===== config.mk =====
export PLATFORM = sky130hd
export DESIGN_NAME = aurora_link_sequencer
export DESIGN_NICKNAME = d
export VERILOG_FILES = /design/src/rtl/aurora_link_sequencer.sv
export SDC_FILE = /design/constraint.sdc
export NUM_CORES = 1
export LEC_CHECK = 0
export CORE_UTILIZATION = 56
export DETAILED_ROUTE_END_ITERATION = 6
export PLACE_DENSITY = 0.83
export SKIP_CTS_REPAIR_TIMING = 1
export SLEW_MARGIN = 0
export SYNTH_ARGS = -nofsm -noshare
export SYNTH_HDL_FRONTEND = slang
export SYNTH_SLANG_ARGS = --single-unit
export TNS_END_PERCENT = 50

===== constraint.sdc =====
create_clock -name CLK100 -period 3.58 [get_ports CLK100]
set_clock_uncertainty 0.05 [all_clocks]
set_input_delay 0.716 -clock CLK100 [delete_from_list [all_inputs] [get_ports CLK100]]
set_output_delay 0.716 -clock CLK100 [all_outputs]
set_load 0.005 [all_outputs]

===== src/rtl/aurora_link_sequencer.sv =====
// Aurora link bring-up sequencer: PMA_INIT / RESET_PB hold sequencing, link-up
// wait with timeout and bounded retry, link-drop recovery and fault latching.
module aurora_link_sequencer #(
    parameter int unsigned PMA_INIT_CYCLES     = 100,
    parameter int unsigned RESET_PB_CYCLES     = 100,
    parameter int unsigned LINK_TIMEOUT_CYCLES = 16777216,
    parameter int unsigned MAX_RETRY           = 0,
    parameter int unsigned NUM_LANES           = 1
) (
    input  logic                 CLK100,
    input  logic                 RESET,
    input  logic                 DCM_LOCKED,
    input  logic                 CHANNEL_UP,
    input  logic [NUM_LANES-1:0] LANE_UP,
    input  logic                 HARD_ERR,
    input  logic                 FORCE_REINIT,
    output logic                 PMA_INIT,
    output logic                 RESET_PB,
    output logic                 LINK_READY,
    output logic                 LINK_FAIL,
    output logic [2:0]           STATE,
    output logic [7:0]           RETRY_COUNT,
    output logic [15:0]          LINK_DROPS
);

    typedef enum logic [2:0] {
        ST_WAIT_LOCK  = 3'd0,
        ST_PMA_HOLD   = 3'd1,
        ST_RESET_HOLD = 3'd2,
        ST_WAIT_UP    = 3'd3,
        ST_RUNNING    = 3'd4,
        ST_FAILED     = 3'd5
    } state_t;

    // The timer counts from zero, so a dwell of N cycles ends when it reads N-1.
    localparam logic [31:0] PMA_LAST     = 32'(PMA_INIT_CYCLES - 1);
    localparam logic [31:0] RESET_LAST   = 32'(RESET_PB_CYCLES - 1);
    localparam logic [31:0] TIMEOUT_LAST = 32'(LINK_TIMEOUT_CYCLES - 1);
    localparam logic [31:0] RETRY_LIMIT  = 32'(MAX_RETRY);

    state_t      state_q, state_d;
    logic [31:0] timer_q, timer_d;
    logic [7:0]  retry_q, retry_d;
    logic [15:0] drops_q, drops_d;
    logic        pma_init_q, pma_init_d;
    logic        reset_pb_q, reset_pb_d;
    logic        link_ready_q, link_ready_d;
    logic        link_fail_q, link_fail_d;
    logic        link_up;

    assign link_up = CHANNEL_UP && (&LANE_UP);

    always_comb begin
        state_d = state_q;
        timer_d = timer_q;
        retry_d = retry_q;
        drops_d = drops_q;

        if ((state_q != ST_WAIT_LOCK) && !DCM_LOCKED) begin
            state_d = ST_WAIT_LOCK;
            timer_d = '0;
            retry_d = '0;
        end else if ((state_q != ST_WAIT_LOCK) && FORCE_REINIT) begin
            state_d = ST_PMA_HOLD;
            timer_d = '0;
            retry_d = '0;
        end else begin
            unique case (state_q)
                ST_WAIT_LOCK: begin
                    if (DCM_LOCKED) begin
                        state_d = ST_PMA_HOLD;
                        timer_d = '0;
                    end
                end
                ST_PMA_HOLD: begin
                    if (timer_q == PMA_LAST) begin
                        state_d = ST_RESET_HOLD;
                        timer_d = '0;
                    end else begin
                        timer_d = timer_q + 32'd1;
                    end
                end
                ST_RESET_HOLD: begin
                    if (timer_q == RESET_LAST) begin
                        state_d = ST_WAIT_UP;
                        timer_d = '0;
                    end else begin
                        timer_d = timer_q + 32'd1;
                    end
                end
                ST_WAIT_UP: begin
                    // Link-up is checked first so it wins over a coincident timeout.
                    if (link_up) begin
                        state_d = ST_RUNNING;
                        timer_d = '0;
                        retry_d = '0;
                    end else if (timer_q == TIMEOUT_LAST) begin
                        timer_d = '0;
                        if ((RETRY_LIMIT != 32'd0) && ({24'd0, retry_q} == RETRY_LIMIT)) begin
                            state_d = ST_FAILED;
                        end else begin
                            state_d = ST_PMA_HOLD;
                            retry_d = (retry_q == 8'hFF) ? retry_q : retry_q + 8'd1;
                        end
                    end else begin
                        timer_d = timer_q + 32'd1;
                    end
                end
                ST_RUNNING: begin
                    if (!link_up || HARD_ERR) begin
                        state_d = ST_PMA_HOLD;
                        timer_d = '0;
                        drops_d = (drops_q == 16'hFFFF) ? drops_q : drops_q + 16'd1;
                    end
                end
                ST_FAILED: begin
                    state_d = ST_FAILED;
                end
                default: begin
                    state_d = ST_WAIT_LOCK;
                    timer_d = '0;
                    retry_d = '0;
                end
            endcase
        end

        // Outputs are decoded from the next state so they land on the same edge as STATE.
        pma_init_d   = (state_d == ST_WAIT_LOCK) || (state_d == ST_PMA_HOLD) ||
                       (state_d == ST_FAILED);
        reset_pb_d   = (state_d == ST_WAIT_LOCK) || (state_d == ST_PMA_HOLD) ||
                       (state_d == ST_RESET_HOLD) || (state_d == ST_FAILED);
        link_ready_d = (state_d == ST_RUNNING);
        link_fail_d  = (state_d == ST_FAILED);
    end

    always_ff @(posedge CLK100 or posedge RESET) begin
        if (RESET) begin
            state_q      <= ST_WAIT_LOCK;
            timer_q      <= '0;
            retry_q      <= '0;
            drops_q      <= '0;
            pma_init_q   <= 1'b1;
            reset_pb_q   <= 1'b1;
            link_ready_q <= 1'b0;
            link_fail_q  <= 1'b0;
        end else begin
            state_q      <= state_d;
            timer_q      <= timer_d;
            retry_q      <= retry_d;
            drops_q      <= drops_d;
            pma_init_q   <= pma_init_d;
            reset_pb_q   <= reset_pb_d;
            link_ready_q <= link_ready_d;
            link_fail_q  <= link_fail_d;
        end
    end

    assign STATE       = state_q;
    assign RETRY_COUNT = retry_q;
    assign LINK_DROPS  = drops_q;
    assign PMA_INIT    = pma_init_q;
    assign RESET_PB    = reset_pb_q;
    assign LINK_READY  = link_ready_q;
    assign LINK_FAIL   = link_fail_q;

endmodule


==> out/metrics.csv <==
stage,metric,value,unit
power,Pleak,1.75,nW
yosys,"EDFF count, synth",0,
die,die width,80.0,um
finish,footprint of the multi-input gates,1690,um^2
timing,Fmax,343,MHz
die,core box area,5890,um^2
finish,ant diodes,0,
route,DR vias/cell,6.19,
power,power per standard cell area,352,nW/um^2
cts,clock root cell,clkbuf_8,
cts,CTS tree,yes,
timing,Setup-failing EPs final,0,
yosys,syn avg cell area,9.11,um^2
critical_path,crit path launch type,register,
timing,final hold slack,0.465,ns
die,I/O Pins,38,
timing,Final Hold Viols,0,
route,drt initial violations,270,
cts,clock latency on the worst-skew pair,0.35,ns
global_route,first-pass GRT wire length,13200,um
finish,share of cells above drive strength 1,7.82,%
critical_path,CP Capture Type,register,
placed_design,Final GP Congestion,0.904,
yosys,#FFs+latches synth,63,
power,Max VDD drop,331,uV
timing,RSZ-0062 raised after global routing,false,
yosys,syn nets,384,
timing,fin crit share,81.4,%
critical_path,worst path required time,3.76,ns
yosys,prevailing post-synth register cell,dfrtp_1,
hold_path,worst min-delay path category,reg -> reg,
finish,fin nets,427,
route,total number of vias,3076,
die,Starting Density,57.9,%
flow_run,Max-Cap Viols,0,
critical_path,worst-path maximum fanout,12,
route,Post-DRT Antenna Nets,0,
timing,minimum clock period,2.91,ns
critical_path,WP data arrival,3.09,ns
timing,max_slew headroom,38.4,%
global_route,vias in the first global route,2922,
hold_path,Hold Crit Depth,1,
timing,Setup Total Neg Slack,0,ns
yosys,Post-Syn Instances,374,
status,outcome,"finished, final reports clean",
cts,CTS max path bufs,2,
placed_design,port buffer count,37,
yosys,synth unique cells,54,
cts,clock sink count,63,
critical_path,Worst Reg2Reg Path Length in Cells,9,
yosys,mapped cell area,3410,um^2
route,Pre-antenna DRT Iters,5,
critical_path,critical path class,reg -> reg,
yosys,Post-synth ARST share,100,%
route,wire per inst,16.2,um
global_route,GRT overflow,0,
global_route,pin count of the biggest net entering global routing,33,
global_route,GR Util All Layers,26.9,%
finish,fillers,455,
cts,Num CTS Buffers,9,
die,row count,28,
cts,clock transition at the registers of the reported paths,0.06,ns
finish,Area Growth Syn to Fin,19.6,%
yosys,sequential share of the synthesized area,46.4,%
global_route,antenna violations before repair,0,
timing,Final Max Tran Viols,0,
yosys,Ys Warns,0,
die,die height,80.0,um
route,total wire length,8050,um
route,drt drc,0,
cts,H-tree depth,3,
finish,Storage cell area,1580,um^2
die,die footprint,6400,um^2
timing,Slew @ Worst Pin,0.909,ns
placed_design,hpwl dp,5670,um
## critical path: stages, from the launching register on
cell and delay [ns]:
dfrtp_1 0.41, ha_1 0.25, and4_1 0.36, nand3_1 0.10, buf_4 0.19, nor3_1 0.45
o2bb2ai_1 0.32, buf_4 0.26, and3_1 0.18, a211o_1 0.22
## through the flow
step	power [mW]	worst slack (ns)	instance area (um^2)	utilization (%)	std cells
after CTS	1.44	0.687	4070	69.2	497
after detailed placement	0.801	0.558	3860	65.7	481
after global placement	0.800	0.670	3860	65.7	481
after floorplan	0.773	1.10	3410	-	374
final	1.43	0.667	4070	69.2	497
after global routing	1.48	0.457	4070	69.2	497
## synth_stat cells, types with 5 or more instances
cell | count | area [um^2]
o21ai_0 | 22 | 110
or4_1 | 8 | 60.1
nor2_1 | 36 | 135
nor4_1 | 13 | 81.3
inv_1 | 19 | 71.3
and3_1 | 8 | 50.1
clkbuf_1 | 8 | 30.0
and4_1 | 5 | 43.8
a21o_1 | 7 | 52.6
nor3_1 | 12 | 60.1
nand3_1 | 25 | 125
a21oi_1 | 13 | 65.1
nand2_1 | 34 | 128
or3_1 | 12 | 75.1
xnor2_1 | 16 | 140
nand4_1 | 10 | 62.6
dfrtp_1 | 61 | 1530
xor2_1 | 10 | 87.6
## layer usage
metal  vias up  global-route usage [%]  routed length, um  share of wire [%]
met5         -                       0                  0                  0
met4         0                    10.7                140                1.7
met3        19                    6.74                408                5.1
met2       101                    46.8               4060                 50
met1      1524                    31.7               3440                 43
li1       1432                       -                  -                  -
## layout by cell type (no fill, tap or decap), types with 13 or more instances in the layout
cell type	count
dfrtp_1	61
clkdlybuf4s50_1	37
nor2_1	36
nand2_1	34
nand3_1	25
o21ai_0	22
inv_1	18
xnor2_1	16
a21oi_1	13
nor4_1	13
## worst paths after layout
| path | slack, ns | startpoint | end |
|---|---|---|---|
| min | 0.46 | LINK_DROPS[7]$_DFFE_PP0P_ | LINK_DROPS[7]$_DFFE_PP0P_ |
| max reg2reg | 0.67 | timer_q[0]$_DFFE_PP0P_ | timer_q[4]$_DFFE_PP0P_ |
| min reg2reg | 0.46 | LINK_DROPS[7]$_DFFE_PP0P_ | LINK_DROPS[7]$_DFFE_PP0P_ |
| max | 0.67 | timer_q[0]$_DFFE_PP0P_ | timer_q[4]$_DFFE_PP0P_ |
| min in group asynchronous | 0.58 | RESET | LINK_DROPS[11]$_DFFE_PP0P_ |
| max in group asynchronous | 2.21 | RESET | timer_q[6]$_DFFE_PP0P_ |
## flip-flops by register name, summed over array words and instances, names as in the netlist
name / count
RESET_PB: 1
LINK_DROPS: 16
STATE: 3
PMA_INIT: 1
LINK_READY: 1
LINK_FAIL: 1
RETRY_COUNT: 8
timer_q: 32
## power breakdown
| part | internal (mW) | switching [mW] | leakage (nW) |
|---|---|---|---|
| Combinational | 0.0252 | 0.0464 | 0.787 |
| Sequential | 0.714 | 0.00332 | 0.850 |
| Clock | 0.376 | 0.269 | 0.109 |
| Total | 1.12 | 0.319 | 1.75 |
## area by class of cell
| type | count | area share, % |
|---|---|---|
| multi-input cells | 279 | 41.5 |
| flip-flops and latches | 63 | 38.8 |
| inverters | 19 | 1.75 |
| clock buffers | 13 | 4.15 |
| well taps | 75 | 2.30 |
| repair buffers | 45 | 10.6 |
| clock inverters | 3 | 0.983 |
## cell families (layout without fill, tap and decap cells)
| logic type | count (synthesis) | after routing | synth area share (%) |
|---|---|---|---|
| and+or+nand+nor | 181 | 181 | 28.0 |
| AOI/OAI and AO/OA | 66 | 66 | 12.9 |
| DFF | 63 | 63 | 46.4 |
| buffers and inverters | 32 | 80 | 4.00 |
| xor gates and xnor gates | 26 | 26 | 6.69 |
| adders and majority gates | 3 | 3 | 1.10 |
| muxes | 3 | 3 | 0.955 |
No activity file was read; power rests on OpenSTA's default activity.
